**src/rtl/pi_out_limiter_pkg.sv**
```systemverilog
// Shared fp32 definitions and ordering helpers for the PI output limiter.
package pi_out_limiter_pkg;

  typedef logic [31:0] single_t;

  localparam single_t FP32_POS_ONE = 32'h3f80_0000;
  localparam single_t FP32_NEG_ONE = 32'hbf80_0000;

  typedef enum logic [1:0] {
    CLS_PASS,
    CLS_HI,
    CLS_LO,
    CLS_NAN
  } cls_t;

  // Monotonic unsigned key for non-NaN fp32; both zeros map to the same key.
  function automatic logic [31:0] order_key(input single_t x);
    if (x[30:0] == '0)
      return 32'h8000_0000;
    return x[31] ? ~x : {1'b1, x[30:0]};
  endfunction

  function automatic logic fp32_is_nan(input single_t x);
    return (x[30:23] == 8'hFF) && (x[22:0] != '0);
  endfunction

endpackage

```
**src/rtl/pi_out_limiter_fp32_order_key.sv**
```systemverilog
// Combinational fp32 -> unsigned order key, plus NaN detect.
module fp32_order_key
  import pi_out_limiter_pkg::*;
(
  input  logic [31:0] x,
  output logic [31:0] key,
  output logic        is_nan
);

  always_comb begin
    key    = order_key(x);
    is_nan = fp32_is_nan(x);
  end

endmodule

```
**src/rtl/pi_out_limiter.sv**
```systemverilog
// Two-stage fp32 output limiter behind the PI controller: clamp, status, sticky NaN.
module pi_out_limiter
  import pi_out_limiter_pkg::*;
#(
  parameter logic [31:0] LIM_HI    = FP32_POS_ONE,
  parameter logic [31:0] LIM_LO    = FP32_NEG_ONE,
  parameter int unsigned SAT_CNT_W = 16
) (
  input  logic                 clk,
  input  logic                 rst,
  input  logic                 rst_user,
  input  logic                 sta,
  input  logic [31:0]          y_in,
  output logic [31:0]          y_out,
  output logic                 done_sig,
  output logic                 sat_hi,
  output logic                 sat_lo,
  output logic [SAT_CNT_W-1:0] sat_cnt,
  output logic                 nan_err
);

  localparam logic [31:0] KEY_HI = order_key(LIM_HI);
  localparam logic [31:0] KEY_LO = order_key(LIM_LO);

  if (KEY_LO > KEY_HI) begin : g_lim_check
    $error("pi_out_limiter: LIM_LO is greater than LIM_HI");
  end

  logic [31:0]          y_key;
  logic                 y_nan;
  cls_t                 cls_in;
  logic                 v1;
  logic [31:0]          y1;
  cls_t                 cls1;
  logic [SAT_CNT_W-1:0] sat_cnt_next;

  fp32_order_key u_key (
    .x      (y_in),
    .key    (y_key),
    .is_nan (y_nan)
  );

  // gt_hi is tested before lt_lo, so an inverted limit pair still clamps high.
  always_comb begin
    cls_in = CLS_PASS;
    if (y_nan)
      cls_in = CLS_NAN;
    else if (y_key > KEY_HI)
      cls_in = CLS_HI;
    else if (y_key < KEY_LO)
      cls_in = CLS_LO;
  end

  always_comb begin
    sat_cnt_next = sat_cnt;
    if (sat_cnt != '1)
      sat_cnt_next = sat_cnt + SAT_CNT_W'(1);
  end

  always_ff @(posedge clk or negedge rst) begin
    if (!rst) begin
      v1   <= 1'b0;
      y1   <= '0;
      cls1 <= CLS_PASS;
    end else if (rst_user) begin
      v1   <= 1'b0;
      y1   <= '0;
      cls1 <= CLS_PASS;
    end else begin
      v1 <= sta;
      if (sta) begin
        y1   <= y_in;
        cls1 <= cls_in;
      end
    end
  end

  always_ff @(posedge clk or negedge rst) begin
    if (!rst) begin
      done_sig <= 1'b0;
      y_out    <= '0;
      sat_hi   <= 1'b0;
      sat_lo   <= 1'b0;
      sat_cnt  <= '0;
      nan_err  <= 1'b0;
    end else if (rst_user) begin
      done_sig <= 1'b0;
      y_out    <= '0;
      sat_hi   <= 1'b0;
      sat_lo   <= 1'b0;
      sat_cnt  <= '0;
      nan_err  <= 1'b0;
    end else begin
      done_sig <= v1;
      if (v1) begin
        case (cls1)
          CLS_NAN: nan_err <= 1'b1;
          CLS_HI: begin
            y_out   <= LIM_HI;
            sat_hi  <= 1'b1;
            sat_lo  <= 1'b0;
            sat_cnt <= sat_cnt_next;
          end
          CLS_LO: begin
            y_out   <= LIM_LO;
            sat_hi  <= 1'b0;
            sat_lo  <= 1'b1;
            sat_cnt <= sat_cnt_next;
          end
          default: begin
            y_out   <= y1;
            sat_hi  <= 1'b0;
            sat_lo  <= 1'b0;
            sat_cnt <= '0;
          end
        endcase
      end
    end
  end

endmodule

```
**config.mk**
```make
export PLATFORM = sky130hd
export DESIGN_NAME = pi_out_limiter
export DESIGN_NICKNAME = d
export VERILOG_FILES = /design/src/rtl/pi_out_limiter_pkg.sv /design/src/rtl/pi_out_limiter_fp32_order_key.sv /design/src/rtl/pi_out_limiter.sv
export SDC_FILE = /design/constraint.sdc
export NUM_CORES = 1
export LEC_CHECK = 0
export CORE_ASPECT_RATIO = 0.75
export CORE_UTILIZATION = 54
export DETAILED_ROUTE_END_ITERATION = 10
export GPL_TIMING_DRIVEN = 0
export PLACE_DENSITY = 0.86
export SYNTH_ARGS = -nofsm -noshare
export SYNTH_HDL_FRONTEND = slang
export SYNTH_SLANG_ARGS = --single-unit
```
**constraint.sdc**
```tcl
create_clock -name clk -period 3.6 [get_ports clk]
set_input_delay 0.36 -clock clk [delete_from_list [all_inputs] [get_ports clk]]
set_output_delay 0.36 -clock clk [all_outputs]
set_load 0.02 [all_outputs]
```
==> results <==
- The run finished with clean final reports.
- Of all nets on the critical path, the largest fanout is 8.
- After clock tree synthesis, the flow added hold-fix buffers numbering 1.
- The arrival time of data at the critical path endpoint is 2.41 ns.
- The placer's final routability congestion estimate is 0.932.
- The gate count after technology mapping is 355.
- The number of sinks handled by clock tree synthesis is 87.
- The synthesized flop and latch total is 87.
- For this run, the leading register cell type out of synthesis is dfrtp_1.
- Across the routed clock network, the largest skew measured is 0.00865 ns.
- The effective utilization at floorplan is 56.5%.
- After synthesis, the cell types taking the most area are dfrtp_1, mux2i_1, nor2_1.
- The placement row count is 26.
- The total die area is 7570 sq um.
- The worst hold path belongs to the class in2reg.
- The number of antenna violations at the first check in global routing is 0.
- The worst-case IR drop observed on VDD is 216 uV.
- The insertion delay of the later-clocked pin in the worst-skew pair is 0.35 ns.
- The post-route clock period utilization is 60.8%.
- The routed layout has 3215 vias.
- The horizontal extent of the die is 100 microns.
- No sink is reached through more buffers than the 2 on the longest clock path.
- The count of flip-flops with a built-in enable after synthesis is 0.
- Once detailed placement completed, the half-perimeter wirelength came to 6970 microns.
- The sequential element share of the synthesized area is 55.9%.
- Buffers added to address setup during post-CTS repair amount to 0.
- The tool flagged a number of max-cap violations equal to 0.
- Summed over all layers, the global routing overflow is 0.
- The floorplan step defined a core boundary enclosing 6900 sq um.
- The count of final max-slew check failures is 0.
- The H-tree was split into 3 levels.
- The number of nets handed over by synthesis was 395.
- The worst setup path is captured at a flop.
- By instance count, the leading cell after synthesis is dfrtp_1.
- At the placement stage, the worst setup path has a slack of 1.30 ns.
- The completed layout was analyzed and its total power is 2.03 mW.
- The largest area contributor in the synthesized netlist is dfrtp_1.
- The via density per instance is 5.77.
- The fraction of registers with async set/reset is 100%.
- The worst path required time is 3.83 ns.
- After clock tree synthesis, the clock-pin slew on the worst setup and hold paths is 0.09 ns.
- The post-synthesis average cell area is 11.0 sq um.
- At the end of the flow, the number of nets in the layout was 494.
- The synthesized netlist contains 40 unique library cells.
- The count of nets left with antenna violations once routing finished came out at 0.
- The routed design has 9670 microns of wire.
- The number of hold-slack violations in the final timing report was 0.
- After the first detailed-routing iteration, the DRC count stood at 166.
- The top-area cell type share of the netlist area is 55.9%.
- The transition time at the pin with the least slew margin is 0.696 ns.
- The count of input and output buffers is 86.
- The number of primary I/O pins is 88.
- The first global-routing pass estimated 14900 microns of wire.
- Across every metal layer, demand over resource in global routing totals 26.3%.
- The setup TNS is 0 ns.
- The count of instances resized after the clock tree is built is 0.
- The maximum clock frequency is 0.457 GHz.
- The TritonCTS clock tree is done.
- For this run, the detailed router's first-pass iteration total came to 4.
- The number of global-route vias before repair is 3032.
- The power density over the cells is 396 nW/um^2.
- The die outline height is 75.6 microns.
- In the final layout, the share of cells above drive strength 1 is 6.10%.
- After synthesis the cells add up to 3900 sq um.
- The largest single stage delay on the critical path is 0.47 ns.
- The kind of critical path is reg2reg.
- The largest net degree at the start of global routing is 64.
- The count of inserted antenna diode cells is 0.
- Setup violations remaining at the end of the flow were counted as 0.
- The area growth from synthesis to layout is 31.6%.
- The root cell of the clock tree is clkbuf_8.
- Buffers inserted during clock tree synthesis total 9.
- By count the netlist is led by dfrtp_1, nor2_1, mux2i_1, a22o_1, inv_1.
- Once placement finished, the instance area stood at 4910 sq um.
- Traced cell by cell, the critical path runs through inv_1 > ha_1 > or3b_1 > o41ai_4 > nor3_1 > xnor2_1 > nor2_1.
- The worst hold slack after final layout is 0.420 ns.
- Setup slack on the critical path of the routed design comes to 1.41 ns.
- The cell leakage power is 2.25 nW.
- After routing the design area is 5130 sq um.
- After detailed routing, the average wire length per cell comes to 17.4 microns.
- Setup repair after global routing left no endpoint under its margin.
- The smallest clock period supported by the final layout is computed as 2.19 ns.
- For this run, design rule violations remaining after detail routing come to 0.
- For this run, the number of Yosys warnings is 0.
- The startpoint type of the worst setup path is a flop.
- In this run the tightest slew margin relative to its limit is 53.4%.
- The cell with the largest stage delay on the worst path is or3b_1.
==> logic make-up (layout without fill, tap and decap cells) <==
| family | after synthesis | count (layout) | share of synthesized area (%) |
|---|---|---|---|
| flip-flops | 87 | 87 | 55.9 |
| AND/OR/NAND/NOR | 131 | 131 | 16.3 |
| multiplexers | 36 | 36 | 9.28 |
| AO/OA/AOI/OAI | 54 | 54 | 11.6 |
| adder cells (fa/ha/maj) | 4 | 4 | 1.28 |
| buffers and inverters | 33 | 137 | 3.37 |
| XOR/XNOR | 10 | 10 | 2.25 |
==> critical path, delay by kind of cell, from the launching register on <==
family	cells	cell delay, ns
DFF	1	0.41
and+or+nand+nor	3	0.65
adders and majority gates	1	0.33
AOI/OAI and AO/OA	1	0.45
xor gates and xnor gates	1	0.17
buffers and inverters	1	0.06
==> worst paths after layout <==
kind | start | end | depth (start not counted) | slack, ns
max | cls1[0] | sat_cnt[10] | 7 | 1.41
min | sta | y1[3] | 3 | 0.42
max reg2reg | cls1[0] | sat_cnt[10] | 7 | 1.41
min reg2reg | nan_err | nan_err | 2 | 0.50
max in group asynchronous | rst | sat_cnt[8] | 3 | 2.54
min in group asynchronous | rst | y1[6] | 2 | 0.45
==> metal layers <==
layer	share of wire [%]	GRT usage, %
met4	2.0	10.6
met3	7.5	5.69
met2	48	42.2
met1	43	35.5
met5	0	0
==> through the flow <==
step,util (%),std cells
CTS,74.4,557
global placement,70.8,539
global route,74.4,557
finish,74.4,557
floorplan,-,355
detailed placement,71.1,540
==> area by class of cell <==
type / instances / area, sq um
tap: 98 / 123
fill: 484 / 1770
sequential: 87 / 2180
clock buffer: 11 / 131
buffer: 19 / 78.8
inverter: 14 / 52.6
multi-input combinational: 235 / 1590
clock inverter: 5 / 81.3
timing repair buffer: 88 / 896
==> cells in the final DEF (no fill, tap or decap), types with 2 or more instances in the layout <==
| cell type | n |
|---|---|
| dfrtp_1 | 87 |
| clkdlybuf4s50_1 | 85 |
| nor2_1 | 68 |
| mux2i_1 | 35 |
| a22o_1 | 25 |
| inv_1 | 14 |
| clkbuf_1 | 11 |
| nor3_1 | 11 |
| nand3_1 | 10 |
| xnor2_1 | 10 |
| clkbuf_8 | 9 |
| nor4_1 | 8 |
| nand2_1 | 7 |
| a311oi_1 | 7 |
| buf_2 | 6 |
| nor2b_1 | 6 |
| nand4_1 | 6 |
| buf_1 | 4 |
| a31oi_1 | 4 |
| a211oi_1 | 4 |
| ha_1 | 4 |
| o21bai_1 | 3 |
| a21oi_1 | 3 |
| nand2b_1 | 2 |
| and3_1 | 2 |
| and4_1 | 2 |
| o21ai_0 | 2 |
| or3_1 | 2 |
| bufinv_16 | 2 |
==> power breakdown <==
part           switching [mW]  total (mW)  leakage (nW)  internal (mW)
clock                   0.340       0.733         0.104          0.393
sequential             0.0243        1.04          1.18           1.01
combinational           0.147       0.261         0.968          0.113
total                   0.512        2.03          2.25           1.52
==> state kept, by name, summed over array words and instances, names as in the netlist <==
register  flops
sat_lo        1
sat_hi        1
y_out        32
done_sig      1
nan_err       1
cls1          2
sat_cnt      16
v1            1
y1           32
Power figures use the tool's default switching activity.
